$ cat src/rtl/cpu_pkg.sv
// Shared definitions for the accumulator CPU: bus widths, reset PC,
// instruction field bounds and the fetch state encoding.
package cpu_pkg;

  localparam int          ADDR_WIDTH  = 28;
  localparam int          DATA_WIDTH  = 32;
  localparam int unsigned RESET_PC    = 'h100;

  localparam int OPC_MSB     = 31;
  localparam int OPC_LSB     = 28;
  localparam int OPERAND_MSB = 27;

  typedef enum logic [1:0] {
    IDLE,
    REQ,
    WAIT,
    VALID
  } fetch_state_e;

endpackage

$ cat src/rtl/fetch_unit.sv
// Instruction fetch stage: owns the PC, reads the synchronous RAM and hands
// instructions to decode. Define FETCH_COUNT_EN to build the delivered-instruction counter.
module fetch_unit #(
  parameter int                    ADDR_WIDTH  = cpu_pkg::ADDR_WIDTH,
  parameter int                    DATA_WIDTH  = cpu_pkg::DATA_WIDTH,
  parameter logic [ADDR_WIDTH-1:0] RESET_PC    = ADDR_WIDTH'(cpu_pkg::RESET_PC),
  parameter int                    MEM_LATENCY = 1
) (
  input  logic                  clk,
  input  logic                  rst_n,
  input  logic                  run,
  output logic [ADDR_WIDTH-1:0] mem_addr,
  output logic                  mem_cs,
  output logic                  mem_oe,
  input  logic [DATA_WIDTH-1:0] mem_rdata,
  output logic [DATA_WIDTH-1:0] instr,
  output logic [ADDR_WIDTH-1:0] instr_pc,
  output logic                  instr_valid,
  input  logic                  instr_ready,
  input  logic                  redirect_valid,
  input  logic [ADDR_WIDTH-1:0] redirect_pc,
  output logic [31:0]           fetch_count
);

  import cpu_pkg::*;

  // state | meaning
  // IDLE  | no request outstanding, waiting for run
  // REQ   | RAM strobes and address presented this cycle
  // WAIT  | strobes held, counting down to the data cycle
  // VALID | instruction offered to decode until accepted
  localparam logic [1:0] LAT_LOAD = 2'(MEM_LATENCY - 1);

  fetch_state_e          state, state_next;
  logic [ADDR_WIDTH-1:0] pc, pc_next;
  logic [1:0]            lat_cnt;
  logic                  capture;
  logic                  handshake;

  assign handshake = instr_valid & instr_ready;

  always_ff @(posedge clk or negedge rst_n) begin
    if (!rst_n) state <= IDLE;
    else        state <= state_next;
  end

  always_comb begin
    state_next = state;
    pc_next    = pc;
    capture    = 1'b0;
    unique case (state)
      IDLE:  if (run) state_next = REQ;
      REQ:   state_next = WAIT;
      WAIT:  if (lat_cnt == 2'd0) begin
               capture    = 1'b1;
               pc_next    = pc + ADDR_WIDTH'(1);
               state_next = VALID;
             end
      VALID: if (handshake) state_next = run ? REQ : IDLE;
    endcase
    // A redirect wins over everything, including a capture in the same cycle.
    if (redirect_valid) begin
      capture    = 1'b0;
      pc_next    = redirect_pc;
      state_next = run ? REQ : IDLE;
    end
  end

  // RAM strobes are registered from the next state so they are live during REQ.
  always_ff @(posedge clk or negedge rst_n) begin
    if (!rst_n) begin
      pc          <= RESET_PC;
      mem_addr    <= '0;
      mem_cs      <= 1'b0;
      mem_oe      <= 1'b0;
      lat_cnt     <= 2'd0;
      instr       <= '0;
      instr_pc    <= '0;
      instr_valid <= 1'b0;
    end else begin
      pc     <= pc_next;
      mem_cs <= (state_next == REQ) || (state_next == WAIT);
      mem_oe <= (state_next == REQ) || (state_next == WAIT);
      if (state_next == REQ) mem_addr <= pc_next;

      if (state == REQ)                         lat_cnt <= LAT_LOAD;
      else if (state == WAIT && lat_cnt != 2'd0) lat_cnt <= lat_cnt - 2'd1;

      if (capture) begin
        instr       <= mem_rdata;
        instr_pc    <= pc;
        instr_valid <= 1'b1;
      end else if (handshake || redirect_valid) begin
        instr_valid <= 1'b0;
      end
    end
  end

`ifdef FETCH_COUNT_EN
  logic [31:0] fetch_cnt;

  always_ff @(posedge clk or negedge rst_n) begin
    if (!rst_n)         fetch_cnt <= '0;
    else if (handshake) fetch_cnt <= fetch_cnt + 32'd1;
  end

  assign fetch_count = fetch_cnt;
`else
  assign fetch_count = '0;
`endif

endmodule

$ cat config.mk
export PLATFORM = sky130hd
export DESIGN_NAME = fetch_unit
export DESIGN_NICKNAME = d
export VERILOG_FILES = /design/src/rtl/cpu_pkg.sv /design/src/rtl/fetch_unit.sv
export SDC_FILE = /design/constraint.sdc
export NUM_CORES = 1
export LEC_CHECK = 0
export CORE_MARGIN = 2
export CORE_UTILIZATION = 50
export DETAILED_ROUTE_END_ITERATION = 8
export HOLD_SLACK_MARGIN = 0.06
export PLACE_DENSITY = 0.86
export SKIP_LAST_GASP = 1
export SLEW_MARGIN = 20
export SYNTH_ARGS = -nofsm -noshare
export SYNTH_HDL_FRONTEND = slang
export SYNTH_SLANG_ARGS = --single-unit
export TNS_END_PERCENT = 1
$ cat constraint.sdc
create_clock -name clk -period 3.4 [get_ports clk]
set_input_delay 0.68 -clock clk [delete_from_list [all_inputs] [get_ports clk]]
set_output_delay 0.68 -clock clk [all_outputs]
set_load 0.1 [all_outputs]
# Yosys cells after proc, flatten, opt, wreduce, memory -nomap -nowiden
# Cells that the tools add are included.
# Widths: inputs -> output; s select.
totals:
  word_cells: 40
  in_bits: 65
  output_inout_bits: 123
  register_bits: 122
classes:
  n_mux: 16
  n_eq_ne: 5
  reduce_logical: 8
  bitwise: 1
  n_addsub: 2
op_table:
  columns: ["op", "count"]
  rows:
  - ["$mux 28", 3]
  - ["$add 28x1->28 const B", 1]
  - ["$mux 2", 6]
  - ["$pmux 2 s4", 1]
  - ["$eq 2x2->1 const B", 3]
  - ["$mux 1", 6]
  - ["$reduce_bool 2->1", 3]
  - ["$eq 2x1->1 const B", 2]
  - ["$logic_not 2->1", 2]
  - ["$logic_or 1x1->1", 2]
  - ["$sub 2x1->2 const B", 1]
  - ["$and 1x1->1", 1]
  - ["$logic_and 1x1->1", 1]

# Depth between registers and ports, before layout
# Gate-level depths: netlist (run 1).
depth:
  depth_word: 6
  ltp_mapped: 10
  mapped_depth_nobuf: 8

# Worst setup path before layout (run 1)
# No wires, ideal clock.
synth_path:
  kind: "register to register"
  start: "reg instr_valid"
  end: "reg mem_addr[16]"
  period_less_slack_ns: 2.546
  t_arrival_ns: 2.426
  path_buffers: 2
  t_required_ns: 3.280
  setup_slack_ns: 0.854
  stages_incl_launch_ff: 10
  setup_ns: 0.120
  cell_sequence: "dfrtp_1 > and3_1 > nor2_1 > nor2_1 > nor3_1 > ha_1 > clkbuf_1 > clkbuf_1 > a21oi_1 > a31o_2"
synth_via:
  elab_chain_len: 5
synth_lines:
  columns: ["element", "line_no", "text"]
  rows:
  - ["start: declaration", "fetch_unit.sv:18", "output logic instr_valid,"]
  - ["start signal: assignment", "fetch_unit.sv:79", "instr_valid <= 1'b0;"]
  - ["start signal: assignment", "fetch_unit.sv:92", "instr_valid <= 1'b1;"]
  - ["start signal: assignment", "fetch_unit.sv:94", "instr_valid <= 1'b0;"]
  - ["$and 1x1->1", "fetch_unit.sv:40", "assign handshake = instr_valid & instr_ready;"]
  - ["$mux 2", "fetch_unit.sv:59", "VALID: if (handshake) state_next = run ? REQ : IDLE;"]
  - ["$pmux 2 s4", "fetch_unit.sv:51", "unique case (state)"]
  - ["$mux 2", "fetch_unit.sv:62", "if (redirect_valid) begin"]
  - ["named net state_next[0]", "fetch_unit.sv:34", "fetch_state_e state, state_next;"]
  - ["$eq 2x1->1", "fetch_unit.sv:84", "if (state_next == REQ) mem_addr <= pc_next;"]
  - ["end signal: assignment", "fetch_unit.sv:84", null]
  - ["end: declaration", "fetch_unit.sv:12", "output logic [ADDR_WIDTH-1:0] mem_addr,"]
# The timed path passes the listed nets, and every way through them passes these cells.
# A chain may end at the register's enable or synchronous reset.

# Worst setup path in the final report (run 1)
layout_path:
  start: "reg mem_addr[18]"
  end: "out mem_addr[18]"
# No word-level cell between the ends.

==> results of run 1 <==
[area by class of cell]
cell class / count / area (sq um)
clock buffer: 18 / 439
multi-input combinational: 310 / 2310
timing repair buffer: 161 / 1530
clock inverter: 14 / 220
sequential: 122 / 3050
tap: 140 / 175
inverter: 14 / 52.6
fill: 770 / 3160
[cell families after synthesis]
logic type,count (synthesis),share of synthesized area [%]
XOR/XNOR,24,3.71
AND/OR/NAND/NOR,107,10.2
AO/OA/AOI/OAI,55,6.19
multiplexers,89,17.7
flip-flops,122,53.9
adder cells (fa/ha/maj),3,0.663
buffers and inverters,70,7.51
other,1,0.0662
[placed cells by master, fill, tap and decap left out, types with 4 or more instances in the layout]
cell type and count:
conb_1 32, mux2_2 85, bufinv_16 5, clkdlybuf4s50_1 118
clkinvlp_4 4, nor2_1 26, buf_4 40, nand3_1 11
a21oi_1 19, nand4_1 8, nor3_1 5, o21ai_0 12
dfrtp_1 121, xor2_1 6, inv_1 13, and3_1 4
xnor2_1 18, clkbuf_16 17, a31o_2 14, nand2_1 34
[power by group]
part | switching, uW | internal (uW) | leakage (uW)
Combinational | 3310 | 960 | 0.00162
Clock | 664 | 1320 | 0.000309
Sequential | 264 | 1850 | 0.00144
Total | 4240 | 4130 | 0.00337
[worst reg2reg max path, cell delays in order (launching register included)]
cell and delay, ns:
dfrtp_1 0.41, inv_1 0.07, ha_1 0.30, nand4_1 0.34, nor4_4 0.62, nand3_1 0.22
xnor2_1 0.20, mux2_2 0.27
[state kept, by name (all words and copies together), names as in the netlist]
register,flops
instr_pc,28
instr_valid,1
lat_cnt,2
mem_addr,28
instr,32
state,2
pc,28
mem_oe,1
[per-layer routing]
metal	vias to the layer above	routed length [um]
li1	1888	-
met1	2052	5260
met2	206	6780
met3	17	1410
met4	0	153
met5	-	0
[worst max-delay path by stage]
| stage | to | slack [ns] | depth (start not counted) | start |
|---|---|---|---|---|
| 6_report | mem_addr[18] | 0.76 | 1 | mem_addr[18] |
| 2_1_floorplan | mem_addr[16] | 0.85 | 9 | instr_valid |
| 4_1_cts | mem_addr[18] | 0.74 | 1 | mem_addr[18] |
| 5_1_grt | pc[13] | 0.68 | 7 | lat_cnt[0] |
| 3_3_place_gp | mem_addr[11] | 0.75 | 8 | instr_ready |
| 3_5_place_dp | mem_addr[6] | 0.70 | 8 | instr_ready |
[per-stage QoR]
| stage | worst slack, ns | instances | hold WS [ns] |
|---|---|---|---|
| after floorplan | 0.854 | 502 | 0.384 |
| after global placement | 0.746 | 747 | 0.485 |
| after detailed placement | 0.696 | 747 | 0.496 |
| after CTS | 0.735 | 779 | 0.330 |
| after global routing | 0.675 | 779 | 0.364 |
| final | 0.759 | 779 | 0.303 |
==> out/results.ini, run 1 <==
[status]
status = finished, final reports clean

[clock_network]
post_cts_resized = 0
cts.sinks = 122
clkLatencyLatePin_ns = 0.41
cts_setup_buffers = 0
holdBufCountCts = 0
cts_tree = yes
root_buffer = clkbuf_16
cts-htree-levels = 4
cts_made_buffers = 17
path_clk_slew_ns = 0.06
cts_buffer_depth = 2

[job]
max-cap-violations = 0

[yosys]
synth_area_per_cell_sq_um = 12.0
synth.most_common_cell = dfrtp_1
ys_ff_latch = 122
yosysSeqAreaShare_pct = 53.9
yosysTopAreaCell = dfrtp_1
yosys.area.top_type_share_pct = 53.5
synth_area_leaders = dfrtp_1 (53%), mux2_2 (17%), buf_4 (4.5%), xnor2_1 (2.8%), nand2_1 (2.3%)
synth_cells = 471
syn_area_sq_um = 5660
yosysWarningCount = 0
synth_edf_count = 0
yosys_most_used_dff = dfrtp_1
async_flop_share_pct = 100
synth_common_cells = dfrtp_1 (121), mux2_2 (85), buf_4 (34), nand2_1 (34), nor2_1 (27)
synth.distinct_cells = 47

[global_route]
top_usage_layer = met2
gr-total-overflow = 0
grt_pass1_vias = 4420
grt_max_degree = 71
use_met1_pct = 26.9
grtUsageTotal_pct = 23.1
grt_use_met2_pct = 38.3
grt_pass1_wl_mm = 22.6
antenna_found_initial = 0
grt.met3_usage_pct = 9.93

[floorplan]
die_h_um = 110
fp.dieW_um = 110
fp-row-count = 38
core_sq_um = 10900
die_area_sq_um = 12200
initial_utilization_pct = 51.8
ios = 188

[worst_setup_path]
r2r_end = pc[13]
crit_buf_inv = 1
crit_arrival_ns = 1.96
r2r-start = lat_cnt[0]
reg2reg_depth = 7
crit_chain = clkdlybuf4s50_1
cp-end-kind = primary output
critPathKind = reg2out
path_delay_family = buffers and inverters
r2r_slack_ns = 0.86
critPathMaxFanout = 2
critPathMaxStageDelay_ns = 1.16
worstSetupStartpointType = flop
slowest_stage = clkdlybuf4s50_1
worstPathRequired_ns = 2.72

[placed_design]
dp_hpwl_mm = 9.43
port_buffers = 155
dpl-instance-area_sq_um = 7120
finalWeightedCongestion = 0.768

[routing]
drt-total-wl_mm = 13.6
antenna_left = 0
drt_iter0_drc = 205
wire_per_inst_um = 17.5
first_pass_iters = 4
routed-via-count = 4163
route.detailed.vias_per_inst = 5.34
drc = 0

[finish]
nNetsFinal = 694
drive_above_1_share_pct = 29.6
syn_to_final_growth_pct = 37.3
utilization_pct = 71.1
antenna_cells = 0
fin_area_sq_um = 7780

[worst_hold_path]
hold_path.class = in2async

[pwr]
finalPower_uw = 8370
powerDensity_nw_per_um2 = 1080
p_leak_uw = 0.00337
peakVddDrop_uv = 829

[timing]
hold_viol_final = 0
period_needed_ns = 2.64
fin_setup_tns_ns = 0
rsz0062_at_grt = no
drv_slew = 0
period_share_pct = 77.7
timing.slew.headroom_pct = 33.1
finalSetupViolations = 0
fmax_mhz = 379
finalClockSkew_ns = 0.00766
worstMarginPinSlew_ns = 1.00

Power figures use the tool's default switching activity.
==> run 2, diff against run 1 <==
--- a/config.mk
+++ b/config.mk
@@ -6,10 +6,10 @@
 export NUM_CORES = 1
 export LEC_CHECK = 0
 export CORE_MARGIN = 2
-export CORE_UTILIZATION = 50
+export CORE_UTILIZATION = 46
 export DETAILED_ROUTE_END_ITERATION = 8
 export HOLD_SLACK_MARGIN = 0.06
-export PLACE_DENSITY = 0.86
+export PLACE_DENSITY = 0.8
 export SKIP_LAST_GASP = 1
 export SLEW_MARGIN = 20
 export SYNTH_ARGS = -nofsm -noshare
==> constraint.sdc (replaced) <==
create_clock -name clk -period 2.7 [get_ports clk]
set_input_delay 0.54 -clock clk [delete_from_list [all_inputs] [get_ports clk]]
set_output_delay 0.54 -clock clk [all_outputs]
set_load 0.1 [all_outputs]
==> run 2 against run 1 <==
Compared with the run above:
- critical path depth rose by 6
- count of clock-buffer cells in the layout rose by 4
- sequential power rose by 27%
- via count fell by 2.2%
- clock skew rose by 0.00083 ns
- utilization fell by 8.0 points
- total power rose by 22%
- global-route usage fell by 1.5 points
- sequential share of layout area rose by 0.99 points
==> out/results.ini, run 2 (synthesis results as in run 1) <==
[finish]
final_cell_mix = dfrtp_1 (121), buf_4 (98), mux2_2 (85)
final_common_cell = dfrtp_1
largest_register_ffs = 32  ; unchanged
nFillCells = 925  ; +20%
top_register = instr
drive_above_1_share_pct = 37.9  ; +8.3 points
nNetsFinal = 696  ; +0.29%
syn_to_final_growth_pct = 34.0
antenna_cells = 0  ; unchanged

[timing]
worstMarginPinSlew_ns = 0.622  ; -0.378 ns
rsz0062_at_grt = no
hold_viol_final = 0  ; unchanged
timing.slew.headroom_pct = 58.2  ; +25 points
drv_slew = 0  ; unchanged
fin_setup_tns_ns = 0  ; unchanged
period_share_pct = 89.6
finalClockSkew_ns = 0.00850  ; +0.000833 ns
period_needed_ns = 2.42
finalSetupViolations = 0  ; unchanged
fmax_mhz = 413

[routing]
routed-via-count = 4072  ; -2.2%
drt-total-wl_mm = 13.4  ; -1.3%
first_pass_iters = 4  ; unchanged
route.detailed.vias_per_inst = 5.18  ; -3.1%
drt_iter0_drc = 184  ; -10%
drc = 0  ; unchanged
antenna_left = 0  ; unchanged
wire_per_inst_um = 17.1  ; -2.2%

[worst_setup_path]
crit_buf_inv = 1  ; unchanged
reg2reg_depth = 7  ; unchanged
path_depth = 7  ; +6
worstPathRequired_ns = 2.99  ; +0.27 ns
crit_chain = inv_1, ha_1, nand4_1, nor4_4, nand4_1, xnor2_1, mux2_2
cp-startpoint = lat_cnt[0]
crit_end = pc[19]
worstSetupStartpointType = flop
path_common_cell = nand4_1
slowest_stage = nor4_4
critPathMaxStageDelay_ns = 0.55  ; -0.61 ns
path_delay_family = simple AND/OR/NAND/NOR gates
critPathMaxFanout = 8  ; +6
cp-end-kind = flop
r2r-start = lat_cnt[0]
r2r_end = pc[19]
crit_arrival_ns = 2.71  ; +0.75 ns
r2r_slack_ns = 0.28  ; -0.58 ns
critPathKind = reg2reg

[placed_design]
finalWeightedCongestion = 0.793  ; +3.2%
dp_hpwl_mm = 9.52  ; +0.95%
port_buffers = 155  ; unchanged

[clock_network]
root_buffer = clkbuf_16
cts_tree = yes
cts-htree-levels = 4  ; unchanged
path_clk_slew_ns = 0.05  ; about the same
cts_setup_buffers = 0  ; unchanged
post_cts_resized = 0  ; unchanged
cts_buffer_depth = 2  ; unchanged
holdBufCountCts = 0  ; unchanged
cts_made_buffers = 17  ; unchanged
cts.sinks = 122  ; unchanged
clkLatencyLatePin_ns = 0.41  ; about the same

[global_route]
grtUsageTotal_pct = 21.5  ; -1.5 points
grt_pass1_vias = 4254  ; -3.8%
grt_pass1_wl_mm = 21.9  ; -3.2%
gr-total-overflow = 0  ; unchanged
antenna_found_initial = 1  ; +1
grt_max_degree = 54  ; -24%

[pwr]
p_leak_uw = 0.00340  ; +1.1%
finalPower_uw = 10200  ; +22%
powerDensity_nw_per_um2 = 1340  ; +25%
peakVddDrop_uv = 1080  ; +30%

[worst_hold_path]
hold_path.class = in2async

[floorplan]
fp.dieW_um = 115  ; +4.1%
die_area_sq_um = 13200  ; +8.4%
initial_utilization_pct = 47.1  ; -4.6 points
die_h_um = 115  ; +4.1%
fp-row-count = 40  ; +5.3%
ios = 188  ; unchanged
core_sq_um = 12000  ; +9.8%

[job]
max-cap-violations = 0  ; unchanged

[status]
status = finished, final reports clean

## run 2: worst register-to-register path, delay by kind of cell, from the launching register on
kind	cells	cell delay [ns]
xor+xnor	1	0.18
fa+ha+maj	1	0.31
buf+inv	1	0.07
flops	1	0.40
mux	1	0.28
simple gates	3	1.07
## run 2: area by class of cell
cell class	count	area (sq um)	share of cell area [%]
clock inverter	8	120	1.58
sequential	122	3050	40.3
tap	147	184	2.42
multi-input combinational	310	2310	30.4
timing repair buffer	163	1400	18.5
inverter	14	52.6	0.693
clock buffer	22	464	6.12
## run 2: how the worst min path moves through the flow
stage | from | cells past startpoint | end | slack (ns)
2_1_floorplan | rst_n | 0 | instr[0] | 0.24
3_3_place_gp | lat_cnt[1] | 2 | lat_cnt[1] | 0.48
3_5_place_dp | instr[26] | 1 | instr[26] | 0.50
4_1_cts | rst_n | 1 | instr[21] | 0.08
5_1_grt | rst_n | 1 | instr[24] | 0.1
6_report | rst_n | 1 | instr[21] | 0.07
## run 2: power breakdown
group	switching, uW	total (uW)	leakage, uW	internal [uW]
clock	769	2250	0.000282	1480
sequential	339	2670	0.00144	2330
combinational	4150	5270	0.00168	1110
total	5260	10200	0.00340	4920
## run 2: per-stage QoR
stage / instances / hold WS (ns) / setup WS, ns / cell area, sq um / util, %
2_1_floorplan: 502 / 0.244 / 0.154 / 5780 / -
3_3_place_gp: 756 / 0.484 / 0.273 / 7000 / 58.3
3_5_place_dp: 756 / 0.496 / 0.240 / 7000 / 58.3
4_1_cts: 786 / 0.0793 / 0.286 / 7580 / 63.1
5_1_grt: 786 / 0.0975 / 0.102 / 7580 / 63.1
6_report: 786 / 0.0699 / 0.280 / 7580 / 63.1
## run 2: layer usage
layer / part of all wire [%] / global-route usage (%)
met1: 42 / 27.5
met2: 47 / 33.7
met3: 9.1 / 8.70
met4: 1.5 / 7.07
met5: 0 / 0
==> run 3, diff against run 2 <==
==> constraint.sdc (replaced) <==
create_clock -name clk -period 2.4 [get_ports clk]
set_input_delay 0.48 -clock clk [delete_from_list [all_inputs] [get_ports clk]]
set_output_delay 0.48 -clock clk [all_outputs]
set_load 0.1 [all_outputs]
==> run 3 against run 2 <==
Compared with the run above:
- hold slack gained 0.30 ns
- clock skew shrank 0.0024 ns
- highest routed layer unchanged
- die area is the same
- sequential power grew 12%
- non-clock buffer count grew 6
- sequential share of layout area shrank 0.57 points
- maximum frequency grew 8.0%
==> out/results.ini, run 3 (synthesis results as in run 1) <==
[status]
status = finished, final reports clean

[finish]
final_common_cell = dfrtp_1
utilization_pct = 64.1  ; +0.93 points
largest_register_ffs = 32  ; unchanged
nNetsFinal = 702  ; +0.86%
fin_cells = 794  ; +1.0%
drive_above_1_share_pct = 38.9  ; +0.98 points
syn_to_final_growth_pct = 35.9
top_register = instr
regArea_sq_um = 3060  ; about the same
multiInputGateArea_sq_um = 2310  ; unchanged
final_cell_mix = dfrtp_1 (120), buf_4 (101), mux2_2 (85)
nFillCells = 910  ; -1.6%

[floorplan]
fp.dieW_um = 115  ; unchanged
die_h_um = 115  ; unchanged
initial_utilization_pct = 47.1  ; unchanged
fp-row-count = 40  ; unchanged
core_sq_um = 12000  ; unchanged
ios = 188  ; unchanged
die_area_sq_um = 13200  ; unchanged

[clock_network]
post_cts_resized = 0  ; unchanged
cts_buffer_depth = 2  ; unchanged
path_clk_slew_ns = 0.05  ; about the same
cts_tree = yes
cts-htree-levels = 4  ; unchanged
cts.sinks = 122  ; unchanged
root_buffer = clkbuf_16
cts_made_buffers = 17  ; unchanged
clkLatencyLatePin_ns = 0.42  ; about the same

[worst_setup_path]
path_delay_family = simple AND/OR/NAND/NOR gates
critPathKind = reg2reg
worstSetupStartpointType = flop
crit_arrival_ns = 2.55  ; -0.16 ns
critPathMaxFanout = 7  ; -1
cp-startpoint = lat_cnt[0]
critPathMaxStageDelay_ns = 0.57  ; +0.02 ns
worstPathRequired_ns = 2.71  ; -0.28 ns
crit_buf_inv = 1  ; unchanged
cp-end-kind = flop
crit_chain = inv_1, ha_1, nand2_1, nor4_4, a21oi_2, a211o_1, mux2_4
r2r-start = lat_cnt[0]
slowest_stage = nor4_4

[routing]
wire_per_inst_um = 17.4  ; +1.7%
drt-total-wl_mm = 13.8  ; +2.8%
antenna_left = 0  ; unchanged
first_pass_iters = 6  ; +2
route.detailed.vias_per_inst = 5.26  ; +1.5%
routed-via-count = 4174  ; +2.5%
drt_iter0_drc = 196  ; +6.5%
drc = 0  ; unchanged

[timing]
rsz0062_at_grt = no
worstMarginPinSlew_ns = 0.536  ; -0.0860 ns
fin_setup_tns_ns = 0  ; unchanged
period_share_pct = 93.4  ; +3.7 points
finalSetupViolations = 0  ; unchanged
fmax_mhz = 446  ; +8.0%
period_needed_ns = 2.24  ; -0.179 ns
drv_slew = 0  ; unchanged
hold_viol_final = 0  ; unchanged
timing.slew.headroom_pct = 64.2  ; +6.1 points
finalClockSkew_ns = 0.00606  ; -0.00243 ns

[pwr]
intPower_uw = 5630  ; +14%
p_leak_uw = 0.00346  ; +1.6%
switching_share_pct = 51.4  ; -0.25 points
sequentialPowerShare_pct = 25.9  ; -0.3 points
powerDensity_nw_per_um2 = 1500  ; +12%
pwr-share-clk_pct = 22.8  ; +0.7 points
peakVddDrop_uv = 1080  ; -0.54%
p_comb_share_pct = 51.3  ; -0.4 points
p_switching_uw = 5950  ; +13%

[placed_design]
dp_cells = 760  ; +0.53%
dp_hpwl_mm = 9.84  ; +3.4%
port_buffers = 155  ; unchanged
finalWeightedCongestion = 0.852  ; +7.5%

[global_route]
grt_pass1_vias = 4321  ; +1.6%
antenna_found_initial = 1  ; unchanged
gr-total-overflow = 0  ; unchanged
grtUsageTotal_pct = 22.0  ; +0.45 points
grt_max_degree = 59  ; +9.3%
grt_pass1_wl_mm = 21.9  ; about the same

[worst_hold_path]
hold_path_startpoint = redirect_valid
hold_path.class = in2reg

[job]
max-cap-violations = 0  ; unchanged

-- run 3: layout make-up --
cell class / instances / area share, %
Antenna cell: 1 / 0.0325
Sequential cell: 122 / 39.7
Inverter: 14 / 0.683
Clock inverter: 5 / 1.04
Multi-Input combinational cell: 310 / 30.0
Clock buffer: 26 / 7.01
Tap cell: 147 / 2.39
Timing Repair Buffer: 169 / 19.2
-- run 3: routing by layer --
layer | track usage, % | routed length, um | share of wire [%]
met5 | 0 | 0 | 0
met4 | 9.16 | 333 | 2.4
met3 | 10.1 | 1270 | 9.2
met2 | 35.8 | 6770 | 49
met1 | 25.2 | 5430 | 39
-- run 3: final timing paths --
kind	to	slack, ns	cells after the start
min	instr_valid	0.37	2
max	mem_addr[14]	0.16	7
max reg2reg	mem_addr[14]	0.16	7
min in group asynchronous	instr[18]	0.59	2
min reg2reg	instr[31]	0.50	1
max in group asynchronous	instr_pc[14]	1.09	3
-- run 3: timing repair --
action | in CTS | in global routing
hold endpoints to repair | 33 | 0
setup buffers | 0 | 1
setup endpoints to repair | 0 | 6
hold buffers | 1 | 0
-- run 3: per-stage QoR --
| step | hold WS [ns] | worst slack (ns) | cell area [sq um] | total power [uW] |
|---|---|---|---|---|
| finish | 0.371 | 0.159 | 7700 | 11600 |
| global route | 0.378 | 0.00516 | 7690 | 12000 |
| CTS | 0.357 | 0.128 | 7690 | 11700 |
| detailed placement | 0.497 | 0.00488 | 7060 | 8990 |
| global placement | 0.483 | 0.0448 | 7060 | 8910 |
| floorplan | 0.184 | 0.0769 | 5780 | 7710 |
-- run 3: worst reg2reg max path, stage by stage (launching register included) --
cell and delay, ns:
dfrtp_1 0.41, inv_1 0.07, ha_1 0.19, nand2_1 0.21, nor4_4 0.57, a21oi_2 0.10
a211o_1 0.30, mux2_4 0.26
-- run 3: power groups by stage --
stage / clock (uW) / sequential (uW) / combinational (uW)
2_1_floorplan: 0 / 6660 / 1050
3_3_place_gp: 0 / 3000 / 5910
3_5_place_dp: 0 / 3030 / 5960
4_1_cts: 2670 / 3010 / 5970
5_1_grt: 2790 / 3070 / 6110
6_report: 2640 / 3000 / 5940
